==> src/rtl/spi_slave.sv <==
`default_nettype none
// ============================================================================
// Module      : spi_slave
// Description : 32-bit SPI responder. Synchronises sclk/ss/mosi into PCLK,
//               supports all CPOL/CPHA modes and MSB/LSB-first order.
// Revision    : 1.0 - initial release
// ============================================================================
module spi_slave #(
    parameter int SYNC_STAGES = 2
) (
    input  logic        PCLK,
    input  logic        PRESETn,
    input  logic        sclk,
    input  logic        ss,
    input  logic        mosi,
    output logic        miso,
    input  logic [7:0]  SPICR_1,
    input  logic [31:0] SWDATA,
    input  logic        SWLOAD,
    input  logic [7:0]  SPISR_CLR,
    output logic [31:0] SRDATA,
    output logic        rx_valid,
    output logic [7:0]  SPISR
);

    localparam logic [1:0] S_IDLE  = 2'd0;
    localparam logic [1:0] S_SHIFT = 2'd1;
    localparam logic [1:0] S_DONE  = 2'd2;
    localparam logic [1:0] S_WAIT  = 2'd3;

    logic [SYNC_STAGES-1:0] r_sclk_sync, r_ss_sync, r_mosi_sync, r_sync_vld;
    logic        r_sclk_q, r_ss_q;
    logic [1:0]  r_state, w_state_nxt;
    logic [5:0]  r_bitcnt;
    logic [31:0] r_tx, r_rx, r_txbuf, r_srdata;
    logic        r_miso, r_rx_valid;
    logic        r_spif, r_ovrf, r_sptef, r_modf;

    logic w_spe, w_cpol, w_cpha, w_lsbfe;
    logic w_sclk_s, w_ss_s, w_mosi_s;
    logic w_edge, w_lead, w_trail, w_sample, w_shift;
    logic w_start, w_active, w_abort, w_last;
    logic [31:0] w_tx_word;
    logic w_unused;

    function automatic logic f_first(input logic [31:0] d, input logic lsb);
        return lsb ? d[0] : d[31];
    endfunction

    function automatic logic [31:0] f_adv(input logic [31:0] d, input logic lsb);
        return lsb ? {1'b0, d[31:1]} : {d[30:0], 1'b0};
    endfunction

    assign w_spe    = SPICR_1[6];
    assign w_cpol   = SPICR_1[3];
    assign w_cpha   = SPICR_1[2];
    assign w_lsbfe  = SPICR_1[0];
    assign w_unused = ^{SPICR_1[7], SPICR_1[5:4], SPICR_1[1], SPISR_CLR[5], SPISR_CLR[3:0]};

    assign w_sclk_s = r_sclk_sync[SYNC_STAGES-1];
    assign w_ss_s   = r_ss_sync[SYNC_STAGES-1];
    assign w_mosi_s = r_mosi_sync[SYNC_STAGES-1];

    assign w_edge   = (w_sclk_s != r_sclk_q);
    assign w_lead   = w_edge && (w_sclk_s != w_cpol);
    assign w_trail  = w_edge && (w_sclk_s == w_cpol);
    assign w_sample = w_cpha ? w_trail : w_lead;
    assign w_shift  = w_cpha ? w_lead : w_trail;

    assign w_start  = (r_state == S_IDLE) && w_spe && r_ss_q && !w_ss_s;
    assign w_active = (r_state == S_SHIFT) && w_spe && !w_ss_s;
    assign w_abort  = (r_state == S_SHIFT) && w_spe && w_ss_s;
    assign w_last   = w_active && w_sample && (r_bitcnt == 6'd31);

    assign w_tx_word = r_sptef ? 32'h0 : r_txbuf;

    always_ff @(posedge PCLK) begin
        if (PRESETn) begin
            r_state <= S_IDLE;
        end else begin
            r_state <= w_state_nxt;
        end
    end

    always_comb begin
        w_state_nxt = r_state;
        if (!w_spe) begin
            w_state_nxt = S_IDLE;
        end else begin
            case (r_state)
                S_IDLE:  if (w_start) w_state_nxt = S_SHIFT;
                S_SHIFT: begin
                    if (w_abort)     w_state_nxt = S_IDLE;
                    else if (w_last) w_state_nxt = S_DONE;
                end
                S_DONE:  w_state_nxt = S_WAIT;
                default: if (w_ss_s) w_state_nxt = S_IDLE;
            endcase
        end
    end

    // r_sync_vld marks when the synchronisers hold real pin values, so the
    // reset value of ss cannot masquerade as a falling edge.
    always_ff @(posedge PCLK) begin
        if (PRESETn) begin
            r_sclk_sync <= '0;
            r_ss_sync   <= '1;
            r_mosi_sync <= '0;
            r_sync_vld  <= '0;
            r_sclk_q    <= 1'b0;
            r_ss_q      <= 1'b0;
            r_bitcnt    <= 6'd0;
            r_tx        <= 32'h0;
            r_rx        <= 32'h0;
            r_miso      <= 1'b0;
        end else begin
            r_sclk_sync <= {r_sclk_sync[SYNC_STAGES-2:0], sclk};
            r_ss_sync   <= {r_ss_sync[SYNC_STAGES-2:0], ss};
            r_mosi_sync <= {r_mosi_sync[SYNC_STAGES-2:0], mosi};
            r_sync_vld  <= {r_sync_vld[SYNC_STAGES-2:0], 1'b1};
            r_sclk_q    <= w_sclk_s;
            r_ss_q      <= r_sync_vld[SYNC_STAGES-1] ? w_ss_s : 1'b0;

            if (w_start) begin
                r_bitcnt <= 6'd0;
                if (w_cpha) begin
                    r_tx   <= w_tx_word;
                    r_miso <= 1'b0;
                end else begin
                    r_tx   <= f_adv(w_tx_word, w_lsbfe);
                    r_miso <= f_first(w_tx_word, w_lsbfe);
                end
            end else if (w_active) begin
                if (w_shift) begin
                    r_miso <= f_first(r_tx, w_lsbfe);
                    r_tx   <= f_adv(r_tx, w_lsbfe);
                end
                if (w_sample) begin
                    r_rx     <= w_lsbfe ? {w_mosi_s, r_rx[31:1]} : {r_rx[30:0], w_mosi_s};
                    r_bitcnt <= r_bitcnt + 6'd1;
                end
            end else begin
                r_miso   <= 1'b0;
                r_bitcnt <= 6'd0;
            end
        end
    end

    // Status flags: a set event in the same cycle takes priority over a clear.
    always_ff @(posedge PCLK) begin
        if (PRESETn) begin
            r_txbuf    <= 32'h0;
            r_srdata   <= 32'h0;
            r_rx_valid <= 1'b0;
            r_spif     <= 1'b0;
            r_ovrf     <= 1'b0;
            r_sptef    <= 1'b1;
            r_modf     <= 1'b0;
        end else begin
            r_rx_valid <= (r_state == S_DONE);
            if (r_state == S_DONE) r_srdata <= r_rx;

            if (SWLOAD) begin
                r_txbuf <= SWDATA;
                r_sptef <= 1'b0;
            end else if (w_start) begin
                r_sptef <= 1'b1;
            end

            if (r_state == S_DONE)  r_spif <= 1'b1;
            else if (SPISR_CLR[7])  r_spif <= 1'b0;

            if ((r_state == S_DONE) && r_spif && !SPISR_CLR[7]) r_ovrf <= 1'b1;
            else if (SPISR_CLR[6])                              r_ovrf <= 1'b0;

            if (w_abort)           r_modf <= 1'b1;
            else if (SPISR_CLR[4]) r_modf <= 1'b0;
        end
    end

    assign miso     = r_miso;
    assign SRDATA   = r_srdata;
    assign rx_valid = r_rx_valid;
    assign SPISR    = {r_spif, r_ovrf, r_sptef, r_modf, 4'b0000};

endmodule
`default_nettype wire

==> config.mk <==
export PLATFORM = sky130hd
export DESIGN_NAME = spi_slave
export DESIGN_NICKNAME = d
export VERILOG_FILES = /design/src/rtl/spi_slave.sv
export SDC_FILE = /design/constraint.sdc
export NUM_CORES = 1
export LEC_CHECK = 0
export ABC_AREA = 1
export ABC_CLOCK_PERIOD_IN_PS = 2000
export CORE_MARGIN = 10
export CORE_UTILIZATION = 35
export DETAILED_ROUTE_END_ITERATION = 12
export PLACE_DENSITY = 0.54
export SLEW_MARGIN = 20
export SYNTH_ARGS = -nofsm -noshare
export SYNTH_HDL_FRONTEND = slang
export SYNTH_SLANG_ARGS = --single-unit
==> constraint.sdc <==
create_clock -name PCLK -period 2 [get_ports PCLK]
set_clock_uncertainty 0.05 [all_clocks]
set_input_delay 0.6 -clock PCLK [delete_from_list [all_inputs] [get_ports PCLK]]
set_output_delay 0.6 -clock PCLK [all_outputs]
set_load 0.05 [all_outputs]
==> results of run 1 <==
cell families (layout without fill, tap and decap cells):
group	count (synthesis)	count (layout)
adder cells (fa/ha/maj)	4	4
other	1	4
AO/OA/AOI/OAI	303	303
buffers and inverters	181	248
XOR/XNOR	1	1
AND/OR/NAND/NOR	460	460
flip-flops	152	152
state kept, by name, indices dropped and copies added (netlist names), 6 cells and up:
register / flops
SRDATA: 32
r_rx: 32
r_txbuf: 32
r_bitcnt: 6
r_tx: 32
final timing paths:
check / to / cells past startpoint / slack (ps)
min reg2reg: r_sclk_sync[1] / 2 / 350
min: r_sclk_sync[1] / 2 / 350
max reg2reg: r_tx[12] / 12 / 220
max: SPISR[5] / 2 / 110
layer usage:
metal	track usage (%)	share of wire, %
met5	0	0
met4	3.412	0.73
met3	3.630	3.9
met2	22.54	47
met1	16.08	49
worst min-delay path, stage by stage, from the launching register on:
cell,delay [ps]
dfxtp_1,300
inv_1,40
nor2_1,30
metrics by stage:
| step | setup WS, ps | TNS [ps] | power (mW) |
|---|---|---|---|
| after detailed placement | -284.4 | -17530 | 3.716 |
| final | 112.8 | 0 | 6.588 |
| after global routing | 54.35 | 0 | 6.900 |
| after floorplan | 321.1 | 0 | 3.506 |
| after CTS | 93.70 | 0 | 6.685 |
| after global placement | -301.1 | -18320 | 3.713 |
report_power, final:
group	switching (mW)	internal [mW]	total [mW]
registers	0.0186	3.08	3.10
logic	0.320	0.220	0.541
clock network	1.32	1.63	2.95
total	1.65	4.93	6.59
cells in the mapped netlist:
cell type / number / area, um^2
ha_1: 4 / 50.05
o31ai_1: 1 / 7.510
clkbuf_1: 37 / 138.9
nand2_1: 232 / 870.8
nand3_1: 43 / 215.2
clkinv_1: 1 / 3.750
buf_4: 12 / 90.09
nand4_1: 3 / 18.77
o21ai_0: 155 / 775.7
nand2_2: 4 / 25.02
o21ai_1: 6 / 30.03
a21boi_0: 1 / 7.510
and3_1: 1 / 6.260
buf_2: 27 / 135.1
buf_1: 2 / 7.510
xor2_1: 1 / 8.760
nor2_2: 2 / 12.51
o21bai_1: 1 / 7.510
o211ai_1: 6 / 45.04
a211oi_1: 1 / 7.510
inv_2: 4 / 15.01
nand3_2: 2 / 20.02
nor2_1: 169 / 634.4
buf_6: 7 / 78.83
inv_1: 91 / 341.6
or2_2: 2 / 12.51
dfxtp_1: 152 / 3043
nor3_1: 2 / 10.01
conb_1: 1 / 3.750
a21oi_1: 132 / 660.6
layout make-up:
class | count | area [um^2] | area share [%]
clock buffer | 19 | 442.9 | 4.946
clock inverter | 11 | 92.59 | 1.034
inverter | 96 | 361.6 | 4.038
multi-input combinational | 772 | 3453 | 38.56
sequential | 152 | 3043 | 33.98
tap | 270 | 337.8 | 3.773
timing repair buffer | 122 | 1224 | 13.66
==> results.json, run 1 <==
{
  "dieHeight_um": 164.3,
  "ys_ff_latch": 152,
  "min_path_type": "flip-flop to flip-flop",
  "core-area_um2": 20360,
  "dr.pass1.iters": 5,
  "synth_fa_ha_area_share_pct": 0.6872,
  "worstSetupStartpoint": "r_sptef",
  "crit_chain": "buf_12, buf_12",
  "grt_use_total_pct": 13.23,
  "cts_tree": "done",
  "drt-vias-per-instance": 4.649,
  "holdWs_ps": 354.5,
  "cp-end-kind": "primary output",
  "rows": 52,
  "synth_compound_area_share_pct": 21.16,
  "clock-sinks": 152,
  "rsz0062_at_grt": "no",
  "drt-total-wl_um": 17450,
  "cts_setup_buffers": 0,
  "routabilityCongestion": 0.7524,
  "synth_xor_area_share_pct": 0.1203,
  "dieWidth_um": 164.3,
  "placed_area_um2": 8409,
  "grt_pass1_wl_um": 29950,
  "root_buffer": "clkbuf_16",
  "ctsLongestPathBuffers": 2,
  "fin_util_pct": 43.97,
  "path_common_cell": "buf_12",
  "hpwl_um": 12060,
  "status": "complete, no violations",
  "vdd_drop_max_v": 0.0005033,
  "syn_area_um2": 7283,
  "port_buffers": 82,
  "clock_latency_ps": 420,
  "drive_gt1_share_pct": 10.67,
  "syn_avg_cell_area_um2": 6.609,
  "ys_warn_count": 0,
  "drt_iter0_drc": 298,
  "route.vias.total": 6704,
  "drtAntennaViolNets": 0,
  "setup_viol": 0,
  "synth-simple-area-share_pct": 25.06,
  "critPathArrivalTime_ps": 1240,
  "drc_errors": 0,
  "p_leak_nw": 3.549,
  "fin_crit_sh_pct": 94.36,
  "drv_cap": 0,
  "dieArea_um2": 26980,
  "nNetsFinal": 1219,
  "fin_cells": 1442,
  "globalRouteOverflowTotal": 0,
  "initial_core_util_pct": 35.76,
  "design_area_um2": 8955,
  "cts_resized": 0,
  "dp_cells": 1412,
  "rr_startpoint": "r_state[1]",
  "synth_top_family_by_area": "simple AND/OR/NAND/NOR gates",
  "synthCells": 1102,
  "cpMaxStageDelayCell": "dfxtp_1",
  "path_clk_slew_ps": 60,
  "antenna_found_initial": 0,
  "power.density_nw_per_um2": 735.7,
  "io_pins": 96,
  "timing.final.crit_period_ps": 1887,
  "hp-start": "r_sclk_sync[0]",
  "critPathKind": "flip-flop to primary output",
  "synth.distinct_cells": 30,
  "maxSlewViolCount": 0,
  "htreeDepth": 4,
  "cts_buffers": 17,
  "first_global_vias": 6470,
  "path_buf_inv": 2,
  "hold_violations": 0,
  "grt_max_degree": 64,
  "ctsHoldBuffers": 0,
  "n_fill_cell": 2093,
  "critPathTopFamily": "flip-flops",
  "synth_seq_area_share_pct": 41.78,
  "area_growth_pct": 22.95,
  "final_cell_mix": "nand2_1, nor2_1, o21ai_0",
  "cp_slowest_stage_delay_ps": 450,
  "num_antenna_cells": 0,
  "fmax_ghz": 0.5299,
  "wl_per_cell_um": 12.10,
  "worstSetupStartpointType": "flip-flop",
  "cp.required_ps": 1350,
  "synth.area.mux_share_pct": 0,
  "final_common_cell": "nand2_1",
  "crit_fanout": 30
}
No activity file was read; power rests on OpenSTA's default activity.
==> inputs of run 2 (changes only) <==
--- a/config.mk
+++ b/config.mk
@@ -7,8 +7,11 @@
 export LEC_CHECK = 0
 export ABC_AREA = 1
 export ABC_CLOCK_PERIOD_IN_PS = 2000
+export CAP_MARGIN = 20
+export CORE_ASPECT_RATIO = 0.75
 export CORE_MARGIN = 10
 export CORE_UTILIZATION = 35
+export CTS_CLUSTER_DIAMETER = 100
 export DETAILED_ROUTE_END_ITERATION = 12
 export PLACE_DENSITY = 0.54
 export SLEW_MARGIN = 20
==> run 2 against run 1 <==
Compared with the run above: sequential power barely moved; via count rose by 0.48%; non-clock buffer count rose by 3; cell count rose by 1.2%; combinational power rose by 2%; sequential share of layout area fell by 0.25 points; flip-flop and latch count did not move; worst setup slack improved by 49 ps; power rose by 3.4%; largest power group is now clock.
==> results.json, run 2 (synthesis results as in run 1) <==
{
  "status": "complete, no violations",
  "ctsLongestPathBuffers": 2,
  "design_area_um2": 9020,
  "worstSetupStartpointType": "input pin",
  "dieWidth_um": 186.6,
  "io_pins": 96,
  "top_usage_layer": "met2",
  "min_path_type": "flip-flop to flip-flop",
  "final_common_cell": "nand2_1",
  "dr.pass1.iters": 4,
  "power.density_nw_per_um2": 755.5,
  "grt_use_met2_pct": 20.67,
  "crit_fanout": 42,
  "cts_setup_buffers": 0,
  "cts_resized": 0,
  "dieHeight_um": 144.9,
  "route.vias.total": 6736,
  "port_buffers": 82,
  "gr-usage-met3_pct": 3.443,
  "vdd_drop_max_v": 0.0005424,
  "critPathKind": "input pin to flip-flop",
  "hold_violations": 0,
  "cts_buffers": 17,
  "maxSlewViolCount": 0,
  "root_buffer": "clkbuf_16",
  "area_growth_pct": 23.84,
  "placed_area_um2": 8434,
  "routabilityCongestion": 0.7613,
  "drc_errors": 0,
  "p_leak_nw": 3.583,
  "clock_latency_ps": 420,
  "drt-total-wl_um": 17790,
  "grt_pass1_wl_um": 31010,
  "initial_core_util_pct": 35.83,
  "htreeDepth": 4,
  "clock-sinks": 152,
  "core-area_um2": 20330,
  "rows": 45,
  "timing.final.crit_period_ps": 1839,
  "globalRouteOverflowTotal": 0,
  "num_antenna_cells": 0,
  "fmax_ghz": 0.5439,
  "total_power_mw": 6.815,
  "ctsHoldBuffers": 0,
  "drv_cap": 0,
  "grt_max_degree": 60,
  "critPathArrivalTime_ps": 2100,
  "final_cell_mix": "nand2_1, nor2_1, o21ai_0",
  "first_global_vias": 6361,
  "fin_util_pct": 44.38,
  "rsz0062_at_grt": "no",
  "nNetsFinal": 1222,
  "fin_crit_sh_pct": 91.93,
  "drt-vias-per-instance": 4.617,
  "antenna_found_initial": 0,
  "drtAntennaViolNets": 0,
  "path_clk_slew_ps": 70,
  "met1_usage_pct": 17.52,
  "hpwl_um": 12010,
  "cp-end-kind": "flip-flop",
  "cts_tree": "done",
  "r2r_cells": 12,
  "setup_viol": 0,
  "cp.required_ps": 2260,
  "drt_iter0_drc": 476,
  "grt_use_total_pct": 13.20,
  "wl_per_cell_um": 12.19,
  "drive_gt1_share_pct": 11.05,
  "dieArea_um2": 27040,
  "worstHoldPathCells": 2
}
[run 2: area by class of cell]
class | count | area, um^2
timing repair buffer | 125 | 1235
sequential | 152 | 3043
multi-input combinational | 772 | 3453
fill | 2160 | 11310
inverter | 96 | 361.6
clock buffer | 19 | 442.9
clock inverter | 13 | 131.4
tap | 282 | 352.8
[run 2: worst max-delay path: stages]
cell             delay [ps]
clkdlybuf4s50_1         530
buf_4                   150
nand3_2                 110
nor2_2                  140
nand2_2                 130
buf_12                  200
o21ai_0                 170
a21oi_1                  60
[run 2: layer usage]
| metal | vias to the layer above | routed length, um |
|---|---|---|
| li1 | 3647 | - |
| met4 | 0 | 195 |
| met3 | 19 | 801 |
| met2 | 105 | 7760 |
| met1 | 2965 | 9030 |
| met5 | - | 0 |
[run 2: where the power goes]
group          switching (mW)  internal, mW  leakage (nW)
logic                   0.328         0.223          2.06
registers              0.0157          3.08          1.23
clock network            1.38          1.79         0.283
total                    1.72          5.09          3.58
[run 2: worst paths after layout]
path,start,to,slack [ps]
worst min-delay path,r_sync_vld[0],r_sync_vld[1],350
worst max register to register,r_state[1],r_tx[25],180
worst min register to register,r_sync_vld[0],r_sync_vld[1],350
worst max-delay path,SPICR_1[6],r_rx[16],160
[run 2: per-stage QoR]
step / worst slack, ps / setup TNS [ps] / instances / hold WS (ps)
final: 161.5 / 0 / 1459 / 351.3
after global routing: 7.636 / 0 / 1459 / 381.7
after CTS: 61.15 / 0 / 1459 / 352.7
after detailed placement: -292.1 / -15430 / 1427 / 343.2
after global placement: -276.7 / -14100 / 1427 / 344.0
after floorplan: 321.1 / 0 / 1105 / 338.3
